### config.mk
export PLATFORM = sky130hd
export DESIGN_NAME = mem_block_copier
export DESIGN_NICKNAME = d
export VERILOG_FILES = /design/src/rtl/mem_block_copier.sv
export SDC_FILE = /design/constraint.sdc
export NUM_CORES = 1
export LEC_CHECK = 0
export ABC_AREA = 1
export CORE_MARGIN = 2
export CORE_UTILIZATION = 30
export DETAILED_ROUTE_END_ITERATION = 8
export DONT_BUFFER_PORTS = 1
export GPL_ROUTABILITY_DRIVEN = 0
export HOLD_SLACK_MARGIN = 0.15
export PLACE_DENSITY = 0.42
export SLEW_MARGIN = 15
export SYNTH_ARGS = -nofsm -noshare
export SYNTH_HDL_FRONTEND = slang
export SYNTH_SLANG_ARGS = --single-unit
### constraint.sdc
create_clock -name clk -period 1.48 [get_ports clk]
set_clock_uncertainty 0.1 [all_clocks]
set_input_delay 0.222 -clock clk [delete_from_list [all_inputs] [get_ports clk]]
set_output_delay 0.222 -clock clk [all_outputs]
set_load 0.05 [all_outputs]
### src/rtl/mem_block_copier.sv
// mem_block_copier
// ----------------
// Bus initiator that copies a block of 32-bit words from a source base to a
// destination base through the processor-side port of the address decoder.
// Each word is read (the address is held for the fixed read latency), captured,
// and then written to the destination.
//
// Ports:
//   clk          system clock, rising edge
//   rst_n        asynchronous active-low reset
//   start        one-cycle command strobe, accepted only when idle
//   abort        cancels the transfer in progress
//   src_base     source byte address (low two bits ignored)
//   dst_base     destination byte address (low two bits ignored)
//   length       number of words to copy
//   data_output  read data returned by the decoder
//   address      bus address
//   write_enable bus write strobe
//   data_input   bus write data (last captured word)
//   busy         high while a transfer is active
//   done         one-cycle pulse on completion
//   aborted      one-cycle pulse on abort
//   words_left   remaining word count

module mem_block_copier #(
  parameter int ADDR_W = 32,
  parameter int DATA_W = 32,
  parameter int LEN_W  = 16,
  parameter int RD_LAT = 1
) (
  input  logic              clk,
  input  logic              rst_n,
  input  logic              start,
  input  logic              abort,
  input  logic [ADDR_W-1:0] src_base,
  input  logic [ADDR_W-1:0] dst_base,
  input  logic [LEN_W-1:0]  length,
  input  logic [DATA_W-1:0] data_output,
  output logic [ADDR_W-1:0] address,
  output logic              write_enable,
  output logic [DATA_W-1:0] data_input,
  output logic              busy,
  output logic              done,
  output logic              aborted,
  output logic [LEN_W-1:0]  words_left
);

  typedef enum logic [2:0] {
    IDLE,
    ISSUE,
    WAIT,
    WRITE,
    DONE,
    ABORT
  } state_t;

  state_t            state;
  state_t            state_next;
  logic [ADDR_W-1:0] src_ptr;
  logic [ADDR_W-1:0] dst_ptr;
  logic [DATA_W-1:0] capture_q;
  // Two bits cover the largest supported latency (RD_LAT-1 <= 3).
  logic [1:0]        wait_cnt;

  always_ff @(posedge clk or negedge rst_n) begin
    if (!rst_n) begin
      state <= IDLE;
    end else begin
      state <= state_next;
    end
  end

  // Abort takes priority over normal progress in every active state; in
  // IDLE only start is looked at, so a simultaneous abort loses to start.
  always_comb begin
    state_next = state;
    case (state)
      IDLE: begin
        if (start) begin
          state_next = (length != '0) ? ISSUE : DONE;
        end
      end
      ISSUE: begin
        state_next = abort ? ABORT : WAIT;
      end
      WAIT: begin
        if (abort) begin
          state_next = ABORT;
        end else if (wait_cnt == 2'd0) begin
          state_next = WRITE;
        end
      end
      WRITE: begin
        if (abort) begin
          state_next = ABORT;
        end else if (words_left == LEN_W'(1)) begin
          state_next = DONE;
        end else begin
          state_next = ISSUE;
        end
      end
      DONE:    state_next = IDLE;
      ABORT:   state_next = IDLE;
      default: state_next = IDLE;
    endcase
  end

  // The write in WRITE always completes, even when abort is seen in the same
  // cycle, so the pointers and count advance on every exit from WRITE.
  always_ff @(posedge clk or negedge rst_n) begin
    if (!rst_n) begin
      src_ptr    <= '0;
      dst_ptr    <= '0;
      words_left <= '0;
      capture_q  <= '0;
      wait_cnt   <= '0;
    end else begin
      case (state)
        IDLE: begin
          if (start) begin
            words_left <= length;
            if (length != '0) begin
              src_ptr <= src_base & ~ADDR_W'(3);
              dst_ptr <= dst_base & ~ADDR_W'(3);
            end
          end
        end
        ISSUE: begin
          wait_cnt <= 2'(RD_LAT - 1);
        end
        WAIT: begin
          if (!abort) begin
            if (wait_cnt == 2'd0) begin
              capture_q <= data_output;
            end else begin
              wait_cnt <= wait_cnt - 2'd1;
            end
          end
        end
        WRITE: begin
          src_ptr    <= src_ptr + ADDR_W'(4);
          dst_ptr    <= dst_ptr + ADDR_W'(4);
          words_left <= words_left - LEN_W'(1);
        end
        default: begin
        end
      endcase
    end
  end

  // Outputs decode purely from the state register so an asynchronous reset
  // forces them to zero immediately.
  always_comb begin
    address      = '0;
    write_enable = 1'b0;
    busy         = 1'b0;
    done         = 1'b0;
    aborted      = 1'b0;
    case (state)
      ISSUE, WAIT: begin
        address = src_ptr;
        busy    = 1'b1;
      end
      WRITE: begin
        address      = dst_ptr;
        write_enable = 1'b1;
        busy         = 1'b1;
      end
      DONE:    done    = 1'b1;
      ABORT:   aborted = 1'b1;
      default: begin
      end
    endcase
  end

  assign data_input = capture_q;

endmodule

==> run_results.csv <==
group,metric,value,unit
status,outcome,"finished, violations left",
status,violations,"negative hold slack, negative setup slack",
synth,netlist_instances,1120,
clock_tree,clock-sinks,113,
timing,setup_ws,-0.641,ns
power_and_ir_drop,power,34.1,mW
timing,setup_viol,145,
critical_path,startpoint,"state[1]$_DFFE_PN0P_",
finish,fin_nets,1635,
critical_path,reg2reg_from,"state[1]$_DFFE_PN0P_",
clock_tree,cts_tree,"built",
critical_path,worst_setup_path_start_kind,"flip-flop",
global_route,grt_max_degree,114,
finish,area_growth,76.2,%
timing,fin_crit,2.12,ns
synth,yosysSeqAreaShare,37.7,%
power_and_ir_drop,power_density,2580,mW/mm2
routing,finalWirelength,29.4,mm
routing,wl_per_cell,15.9,um
routing,vias,8644,
critical_path,end_kind,"output port",
routing,dr.pass1.iters,7,
critical_path,critPathTopFamily,"buffers and inverters",
critical_path,reg2reg_slack,-0.59,ns
clock_tree,clkTransAtPathRegs,0.07,ns
synth,synth.distinct_cells,36,
synth,synthesis.area,0.00750,mm2
global_route,track_usage,22.5,%
global_route,grt_pass1_wl,46.0,mm
floorplan,die_h,162,um
routing,ant_nets,0,
synth,ys_ff_latch,113,
timing,hold_viol_final,113,
timing,finalSetupTns,-64.30,ns
routing,vias_per_cell,4.67,
clock_tree,hold_buffers,110,
finish,drive_gt1_share,32.0,%
synth,yosysWarnings,0,
clock_tree,clkLatencyLatePin,0.42,ns
finish,n_fill_cell,2337,
critical_path,crit_top_cell,"buf_12",
clock_tree,h-tree-depth,4,
floorplan,coreArea,0.0245,mm2
timing,fmax,471,MHz
floorplan,die_x,162,um
routing,drt_iter0_drc,483,
critical_path,ff2ff_path_depth,13,
placed_design,numPortBuffers,0,
synth,synthArstFlopShare,100,%
critical_path,cp_max_fo,7,
timing,period_share,143,%
global_route,grt_overflow_total,0,
floorplan,row_count,57,
clock_tree,clockBufferDepth,2,
placed_design,dp_hpwl,21.1,mm
floorplan,io_pins,200,
timing,rsz0062_at_grt,"yes",
floorplan,initial_core_util,30.7,%
routing,route.detailed.drc,0,
critical_path,crit_chain,"buf_12 -> nand3_4 -> nand2_4 -> inv_8 -> buf_12 -> buf_12 -> o22ai_4 -> buf_6",
power_and_ir_drop,max-vdd-ir-drop,0.00133,V
critical_path,crit_buf_inv,5,
clock_tree,cts_inserted_buffers,17,
synth,syn_avg_cell_area,6.70,um2
global_route,grt_antenna_before_repair,0,
timing,hold-worst-slack,-0.610,ns
power_and_ir_drop,total_leakage_power,6.19,nW
critical_path,slowest_delay,0.43,ns
run,maxCapViolCount,0,
synth,synth_edf_count,0,
critical_path,crit_type,"reg2out",
clock_tree,clockRootBuffer,"clkbuf_16",
finish,n_antenna_cell,0,
critical_path,crit_arrival,1.80,ns
critical_path,crit_path_top_delay_cell,"dfrtp_2",
worst_hold_path,worstHoldPathType,"in2async",
floorplan,die-area,0.0263,mm2
timing,drv_slew,0,
global_route,grt_pass1_vias,8434,
synth,synth_ff_type,"dfrtp_1",
critical_path,crit_required,1.16,ns
critical_path,worstReg2RegEnd,"src_ptr[13]$_DFFE_PN0P_",
==> cell type report <==
cell class	count	area (um2)	share of cell area, %
Inverter	111	453	3.43
Clock inverter	14	143	1.08
Clock buffer	18	439	3.32
Tap cell	324	405	3.07
Sequential cell	113	2850	21.5
Timing Repair Buffer	417	4260	32.2
Multi-Input combinational cell	854	4670	35.3
==> metal layers <==
layer,GRT usage (%),wire [um]
met5,0,0
met4,6.03,602
met3,3.09,1110
met2,36.7,13700
met1,31.2,14000
==> sequential cells by signal, summed over array words and instances, names as in the netlist <==
register / cells
dst_ptr: 30
src_ptr: 30
data_input: 32
words_left: 16
state: 3
wait_cnt: 2
==> cells in the mapped netlist (2+ instances only) <==
cell | instances | area share, %
o211ai_1 | 6 | 0.60
nor2_1 | 180 | 9.0
buf_6 | 6 | 0.90
o21ai_1 | 18 | 1.2
nor3_2 | 2 | 0.27
nand4_1 | 23 | 1.9
buf_4 | 9 | 0.90
or2_2 | 2 | 0.17
inv_2 | 3 | 0.15
o22ai_1 | 21 | 1.8
buf_2 | 22 | 1.5
xor2_1 | 7 | 0.82
o21ai_0 | 69 | 4.6
dfrtp_1 | 113 | 38
nand3_1 | 90 | 6.0
nor2_2 | 7 | 0.58
a21oi_1 | 8 | 0.53
nand2_1 | 359 | 18
clkbuf_1 | 6 | 0.30
nor4_1 | 2 | 0.17
mux2_2 | 32 | 4.8
a22oi_1 | 3 | 0.30
ha_1 | 5 | 0.83
nor3_1 | 8 | 0.53
inv_1 | 108 | 5.4
==> how the worst max path moves through the flow <==
| stage | endpoint | depth (start not counted) | slack, ns |
|---|---|---|---|
| final | address[27] | 8 | -0.64 |
| after global routing | address[27] | 8 | -0.70 |
| after CTS | address[26] | 7 | -0.66 |
| after detailed placement | src_ptr[19]$_DFFE_PN0P_ | 11 | -0.37 |
| after global placement | src_ptr[19]$_DFFE_PN0P_ | 11 | -0.33 |
| after floorplan | address[10] | 6 | -0.24 |
==> kinds of logic (layout without fill, tap and decap cells) <==
group                      after synthesis  count (layout)  share of synthesized area [%]
buffers and inverters                  154             560                           9.12
xor gates and xnor gates                 8               8                          0.934
DFF                                    113             113                           37.7
and+or+nand+nor                        678             678                           37.2
AOI/OAI and AO/OA                      129             129                           9.40
adders and majority gates                5               5                          0.834
other                                    1               2                         0.0500
muxes                                   32              32                           4.80
==> worst register-to-register path: cells and delay by family, from the launching register on <==
| family | cells | cell delay [ns] |
|---|---|---|
| flip-flops | 1 | 0.45 |
| AO/OA/AOI/OAI | 1 | 0.06 |
| buffers and inverters | 7 | 0.84 |
| AND/OR/NAND/NOR | 5 | 0.48 |
==> per-stage QoR <==
step | instances | utilization, % | area (um2) | setup WS [ns]
CTS | 1832 | 52.7 | 12900 | -0.659
global route | 1851 | 54.0 | 13200 | -0.699
finish | 1851 | 54.0 | 13200 | -0.641
floorplan | 1121 | - | 8200 | -0.244
detailed placement | 1666 | 43.0 | 10500 | -0.366
global placement | 1666 | 43.0 | 10500 | -0.328
==> layout by cell type, fill, tap and decap left out, types with 7 or more instances in the layout <==
| master | instances |
|---|---|
| nand3_1 | 81 |
| inv_1 | 96 |
| buf_12 | 38 |
| nand2_1 | 345 |
| buf_6 | 41 |
| nand2_4 | 9 |
| o21ai_0 | 42 |
| buf_4 | 215 |
| dfrtp_1 | 98 |
| o21ai_4 | 10 |
| xor2_1 | 7 |
| clkbuf_16 | 18 |
| dlygate4sd3_1 | 110 |
| nor2_1 | 166 |
| mux2_2 | 32 |
| o21ai_1 | 35 |
| inv_6 | 7 |
| o22ai_4 | 20 |
| dfrtp_2 | 15 |
| nor2_2 | 18 |
| nand4_1 | 23 |
| inv_2 | 9 |
==> power breakdown <==
part	internal, mW	total, mW	switching [mW]
clock	2.41	4.18	1.76
sequential	4.71	6.03	1.32
combinational	10.5	23.9	13.4
==> timing repair <==
item                       in CTS  in global routing
buffers inserted               15                 21
gates resized for setup        80                 45
setup endpoints to repair     151                151
gates cloned                   10                  1
hold endpoints to repair      226                113
pin swaps                       9                 13
Power figures use the tool's default switching activity.
